### src/rtl/ir_cmd_decoder.sv
// ir_cmd_decoder: turns raw NEC words into game commands.
// Each new key is decoded once. ENTER/MENU become one-cycle pulses.
// Directions go through a 2-deep queue that is drained one entry per game tick.
// Redundant turns and 180-degree reversals are rejected against the queue tail.
module ir_cmd_decoder #(
   parameter logic [31:0] UP    = 32'h20DF6A95,
   parameter logic [31:0] DOWN  = 32'h20DFEA15,
   parameter logic [31:0] LEFT  = 32'h20DF1AE5,
   parameter logic [31:0] RIGHT = 32'h20DF9A65,
   parameter logic [31:0] ENTER = 32'h20DF5AA5,
   parameter logic [31:0] MENU  = 32'h20DFC23D
) (
   input  logic        CLOCK_50,
   input  logic        reset,
   input  logic [31:0] word,
   input  logic        word_stb,
   input  logic        game_tick,
   input  logic        restart,
   output logic [1:0]  dir,
   output logic        dir_changed,
   output logic        enter_pulse,
   output logic        menu_pulse,
   output logic [1:0]  q_count,
   output logic [7:0]  drop_count
);

   logic [31:0] word_q;
   logic [1:0]  q0, q1;          // q0 = head (next to commit), q1 = second entry
   logic [1:0]  q0_n, q1_n, cnt_n;
   logic        new_key, is_dir;
   logic [1:0]  d_code, tail;
   logic        pop, rej, full_drop, push, drop;

   // A held word is one event; word_stb lets a repeated key count again.
   assign new_key = (word != word_q) || word_stb;

   // Map the incoming word to a direction code, if it is one.
   always_comb begin
      is_dir = 1'b1;
      d_code = 2'b00;
      if (word == UP)         d_code = 2'b00;
      else if (word == DOWN)  d_code = 2'b01;
      else if (word == LEFT)  d_code = 2'b10;
      else if (word == RIGHT) d_code = 2'b11;
      else                    is_dir = 1'b0;
   end

   // The tail is sampled before any same-cycle pop, so a push with one entry
   // queued is compared against the entry currently being committed.
   assign tail      = (q_count == 2'd0) ? dir : ((q_count == 2'd1) ? q0 : q1);
   assign pop       = game_tick && (q_count != 2'd0);
   assign rej       = (d_code == tail) || (d_code == (tail ^ 2'b01));
   assign full_drop = (q_count == 2'd2) && !pop;
   assign push      = new_key && is_dir && !rej && !full_drop;
   assign drop      = new_key && is_dir && (rej || full_drop);

   // Next queue contents from the push/pop combination.
   always_comb begin
      q0_n  = q0;
      q1_n  = q1;
      cnt_n = q_count;
      case ({push, pop})
         2'b10: begin
            if (q_count == 2'd0) q0_n = d_code;
            else                 q1_n = d_code;
            cnt_n = q_count + 2'd1;
         end
         2'b01: begin
            q0_n  = q1;
            cnt_n = q_count - 2'd1;
         end
         2'b11: begin
            if (q_count == 2'd1) begin
               q0_n = d_code;
            end else begin
               q0_n = q1;
               q1_n = d_code;
            end
         end
         default: ;
      endcase
   end

   // Registered state and outputs; restart overrides queue actions but not key pulses.
   always_ff @(posedge CLOCK_50) begin
      if (reset) begin
         word_q      <= 32'd0;
         q0          <= 2'b00;
         q1          <= 2'b00;
         q_count     <= 2'd0;
         dir         <= 2'b11;
         dir_changed <= 1'b0;
         enter_pulse <= 1'b0;
         menu_pulse  <= 1'b0;
         drop_count  <= 8'd0;
      end else begin
         if (new_key) word_q <= word;
         enter_pulse <= new_key && (word == ENTER);
         menu_pulse  <= new_key && (word == MENU);
         if (restart) begin
            q_count     <= 2'd0;
            dir         <= 2'b11;
            dir_changed <= 1'b0;
         end else begin
            q0          <= q0_n;
            q1          <= q1_n;
            q_count     <= cnt_n;
            dir_changed <= pop;
            if (pop) dir <= q0;
            if (drop && (drop_count != 8'hFF)) drop_count <= drop_count + 8'd1;
         end
      end
   end

endmodule

### config.mk
export PLATFORM = sky130hd
export DESIGN_NAME = ir_cmd_decoder
export DESIGN_NICKNAME = d
export VERILOG_FILES = /design/src/rtl/ir_cmd_decoder.sv
export SDC_FILE = /design/constraint.sdc
export NUM_CORES = 1
export LEC_CHECK = 0
export BUFFER_PORTS_ARGS = -buffer_cell sky130_fd_sc_hd__buf_2
export CAP_MARGIN = 10
export CORE_MARGIN = 2
export CORE_UTILIZATION = 58
export CTS_CLUSTER_SIZE = 14
export DETAILED_ROUTE_END_ITERATION = 16
export GPL_TIMING_DRIVEN = 1
export PLACE_DENSITY = 0.84
export REMOVE_ABC_BUFFERS = 1
export SYNTH_ARGS = -nofsm -noshare
export SYNTH_HDL_FRONTEND = slang
export SYNTH_SLANG_ARGS = --single-unit
### constraint.sdc
create_clock -name CLOCK_50 -period 4.9 [get_ports CLOCK_50]
set_clock_uncertainty 0.2 [all_clocks]
set_input_delay 0.49 -clock CLOCK_50 [delete_from_list [all_inputs] [get_ports CLOCK_50]]
set_output_delay 0.49 -clock CLOCK_50 [all_outputs]
set_load 0.1 [all_outputs]
==> impl_metrics.xml <==
<?xml version="1.0" encoding="UTF-8"?>
<metrics>
  <group name="status">
    <metric name="status" unit="">completed</metric>
  </group>
  <group name="routing">
    <metric name="detailed_router_iteration_count_before_antenna_repair" unit="">4</metric>
    <metric name="dr.first_iter.drc_count" unit="">71</metric>
    <metric name="avgRoutedWirePerCell" unit="um">13.4</metric>
    <metric name="drc_errors" unit="">0</metric>
    <metric name="totalWireLength" unit="um">4750</metric>
    <metric name="route.vias.total" unit="">1913</metric>
    <metric name="drt.antenna.violating_nets" unit="">0</metric>
    <metric name="avgViaCountPerCell" unit="">5.40</metric>
  </group>
  <group name="timing">
    <metric name="timing_worst_slew_pin_value" unit="ns">0.916</metric>
    <metric name="report.final.hold_viol_count" unit="">0</metric>
    <metric name="rsz0062_at_grt" unit="">false</metric>
    <metric name="maxClockFrequency" unit="MHz">361</metric>
    <metric name="fin_crit_sh" unit="%">56.5</metric>
    <metric name="number_of_pins_with_negative_max_slew_slack_in_the_final_report" unit="">0</metric>
    <metric name="post-route-min-period" unit="ns">2.77</metric>
    <metric name="max_slew_margin" unit="%">39.0</metric>
    <metric name="finalSetupViolations" unit="">0</metric>
    <metric name="finalSetupTns" unit="ns">0</metric>
  </group>
  <group name="yosys">
    <metric name="yosys_warnings" unit="">0</metric>
    <metric name="synth_seq_area_share" unit="%">42.1</metric>
    <metric name="syn_inst" unit="">251</metric>
    <metric name="post_synth.cell_area_avg" unit="um2">9.67</metric>
    <metric name="postSynth.topFlopCell" unit="">sky130_fd_sc_hd__dfxtp_1</metric>
    <metric name="mappedNetlistArea" unit="um2">2430</metric>
    <metric name="netlist-cell-type-count" unit="">47</metric>
    <metric name="number_of_synthesized_flops_with_an_enable_pin" unit="">0</metric>
    <metric name="synth_seq_cells" unit="">51</metric>
    <metric name="synthArstFlopShare" unit="%">0</metric>
  </group>
  <group name="finish">
    <metric name="multi_input_gate_area_in_the_final_layout" unit="um2">1360</metric>
    <metric name="final_core_util" unit="%">70.6</metric>
    <metric name="drive_above_1_share" unit="%">23.4</metric>
    <metric name="final-instance-count-excl-fill" unit="">354</metric>
    <metric name="sequential_cell_area_in_the_final_layout" unit="um2">1020</metric>
    <metric name="nFillCells" unit="">332</metric>
    <metric name="mostFrequentLayoutCells" unit="">sky130_fd_sc_hd__dfxtp_1, sky130_fd_sc_hd__buf_2, sky130_fd_sc_hd__nor2b_1, sky130_fd_sc_hd__xnor2_1, sky130_fd_sc_hd__nor2_1</metric>
    <metric name="nNetsFinal" unit="">344</metric>
    <metric name="layout-area-overhead-vs-synth" unit="%">16.3</metric>
    <metric name="antenna-diode-count" unit="">0</metric>
  </group>
  <group name="grt">
    <metric name="track_usage" unit="%">22.0</metric>
    <metric name="grt_pass1_wl" unit="um">7760</metric>
    <metric name="grt_max_degree" unit="">53</metric>
    <metric name="globalRoute.totalOverflow" unit="">0</metric>
    <metric name="antenna_found_initial" unit="">0</metric>
    <metric name="grt_pass1_vias" unit="">1743</metric>
  </group>
  <group name="die">
    <metric name="die_width" unit="um">68.7</metric>
    <metric name="design.core.area" unit="um2">4000</metric>
    <metric name="ioPinCount" unit="">52</metric>
    <metric name="effective_utilization_at_floorplan" unit="%">60.7</metric>
    <metric name="std_cell_rows" unit="">23</metric>
    <metric name="design.die.area" unit="um2">4720</metric>
    <metric name="fp.dieH" unit="um">68.7</metric>
  </group>
  <group name="clocking">
    <metric name="post_cts.resized_instances" unit="">0</metric>
    <metric name="cts_inserted_buffers" unit="">5</metric>
    <metric name="max-clock-path-buffers" unit="">2</metric>
    <metric name="post-cts-setup-buffers" unit="">0</metric>
    <metric name="worst_skew_pair.late_latency" unit="ns">0.32</metric>
    <metric name="cts-root-buf" unit="">sky130_fd_sc_hd__clkbuf_8</metric>
    <metric name="clock-sinks" unit="">51</metric>
    <metric name="cts.hold.buffers_added" unit="">0</metric>
    <metric name="clock_transition_at_path_regs" unit="ns">0.11</metric>
    <metric name="cts_htree_levels" unit="">2</metric>
    <metric name="tritoncts" unit="">built</metric>
  </group>
  <group name="worst_setup_path">
    <metric name="cpMaxStageDelayCell" unit="">sky130_fd_sc_hd__dfxtp_1</metric>
    <metric name="critical_path_fanouts_max" unit="">6</metric>
    <metric name="timing.critical_path.slowest_cell_delay" unit="ns">0.36</metric>
    <metric name="ordered_list_of_cells_on_the_worst_path" unit="">inv_1 &gt; ha_1 &gt; mux2i_1 &gt; o21a_1 &gt; mux2_2 &gt; nor3_2 &gt; a21oi_1 &gt; or3_1 &gt; and3_1</metric>
    <metric name="timing.critical_path.to_type" unit="">flop</metric>
    <metric name="crit_path_start_kind" unit="">flop</metric>
    <metric name="worst-setup-path-type" unit="">reg -&gt; reg</metric>
    <metric name="worst_ep_required_time" unit="ns">4.91</metric>
    <metric name="cp.arrival" unit="ns">2.78</metric>
  </group>
  <group name="power">
    <metric name="power.density_cell_area" unit="nW/um2">276</metric>
    <metric name="vdd.ir_drop.worst" unit="mV">0.232</metric>
    <metric name="power_leakage" unit="nW">1.15</metric>
  </group>
  <group name="worst_hold_path">
    <metric name="hold_class" unit="">in -&gt; reg</metric>
  </group>
  <group name="place">
    <metric name="place.port_buffers" unit="">51</metric>
    <metric name="globalplace.congestion" unit="">0.844</metric>
    <metric name="place.detailed.instances" unit="">346</metric>
    <metric name="place_hpwl" unit="um">3460</metric>
  </group>
  <group name="job">
    <metric name="cap_viol_max_count" unit="">0</metric>
  </group>
</metrics>
[final cells by class]
type | instances | share of cell area (%)
repair buffers | 51 | 9.04
flip-flops and latches | 51 | 36.2
well taps | 50 | 2.22
clock inverters | 3 | 1.11
inverters | 7 | 0.931
clock buffers | 5 | 2.44
multi-input cells | 187 | 48.1
[power by group]
group	switching, mW	leakage (nW)	internal (mW)
logic	0.0378	0.673	0.0404
clock network	0.158	0.0526	0.110
registers	0.00597	0.420	0.428
total	0.202	1.15	0.579
[critical path, delay by kind of cell, from the launching register on]
kind | cells | cell delay [ns]
buffers and inverters | 1 | 0.11
flip-flops | 1 | 0.36
AO/OA/AOI/OAI | 2 | 0.34
AND/OR/NAND/NOR | 3 | 0.79
multiplexers | 2 | 0.60
adder cells (fa/ha/maj) | 1 | 0.26
[cell usage after synthesis (2+ instances only)]
cell	instances	area, um2
sky130_fd_sc_hd__nor3_1	4	20.0
sky130_fd_sc_hd__mux2_1	4	45.0
sky130_fd_sc_hd__o21a_1	2	15.0
sky130_fd_sc_hd__nand4_1	11	68.8
sky130_fd_sc_hd__a21oi_1	5	25.0
sky130_fd_sc_hd__mux2i_1	5	50.1
sky130_fd_sc_hd__xnor2_1	33	289
sky130_fd_sc_hd__inv_1	7	26.3
sky130_fd_sc_hd__nand2_1	11	41.3
sky130_fd_sc_hd__and3b_1	2	17.5
sky130_fd_sc_hd__clkbuf_1	6	22.5
sky130_fd_sc_hd__nor2_1	13	48.8
sky130_fd_sc_hd__nor2b_1	39	244
sky130_fd_sc_hd__o21ai_0	2	10.0
sky130_fd_sc_hd__dfxtp_1	51	1020
sky130_fd_sc_hd__nand3_1	6	30.0
sky130_fd_sc_hd__nor4_1	3	18.8
sky130_fd_sc_hd__nor4b_2	2	30.0
sky130_fd_sc_hd__nand2b_1	3	18.8
sky130_fd_sc_hd__and3_1	4	25.0
sky130_fd_sc_hd__a31oi_1	4	25.0
sky130_fd_sc_hd__a311oi_1	2	17.5
sky130_fd_sc_hd__and4bb_2	4	50.1
sky130_fd_sc_hd__and4b_1	2	20.0
sky130_fd_sc_hd__ha_1	4	50.1
[registers in the layout (all words and copies together), names as in the netlist]
signal	count
word_q	32
menu_pulse	1
dir	2
drop_count	8
q0	2
enter_pulse	1
q1	2
dir_changed	1
q_count	2
[layer usage]
metal  vias to the layer above  part of all wire (%)  global-route usage [%]
li1                        980                     -                       -
met1                       885                    49                    28.5
met2                        41                    44                    35.9
met3                         7                   4.9                    5.19
met4                         0                   1.8                    7.60
met5                         -                     0                       0
[kinds of logic after synthesis]
kind of cell / Yosys count / share of synthesized area [%]
simple gates: 114 / 29.9
flops: 51 / 42.1
xor+xnor: 34 / 12.3
compound gates: 25 / 7.32
buf+inv: 13 / 2.01
mux: 10 / 4.38
fa+ha+maj: 4 / 2.06
[final timing paths]
check	to	startpoint	depth (start not counted)	slack, ns
worst max-delay path	q_count[0]	q_count[1]	9	2.13
worst min-delay path	word_q[10]	word[10]	2	0.22
worst max register to register	q_count[0]	q_count[1]	9	2.13
worst min register to register	dir[0]	dir[0]	2	0.27
[metrics by stage]
step	total power, mW	setup slack, ns	instance area (um2)	hold slack, ns
after global routing	0.812	1.96	2820	0.221
after detailed placement	0.522	1.87	2720	0.254
after CTS	0.786	2.16	2820	0.215
final	0.780	2.13	2820	0.217
after floorplan	0.485	1.63	2400	0.260
after global placement	0.519	1.96	2720	0.248
No activity file was read; power rests on OpenSTA's default activity.
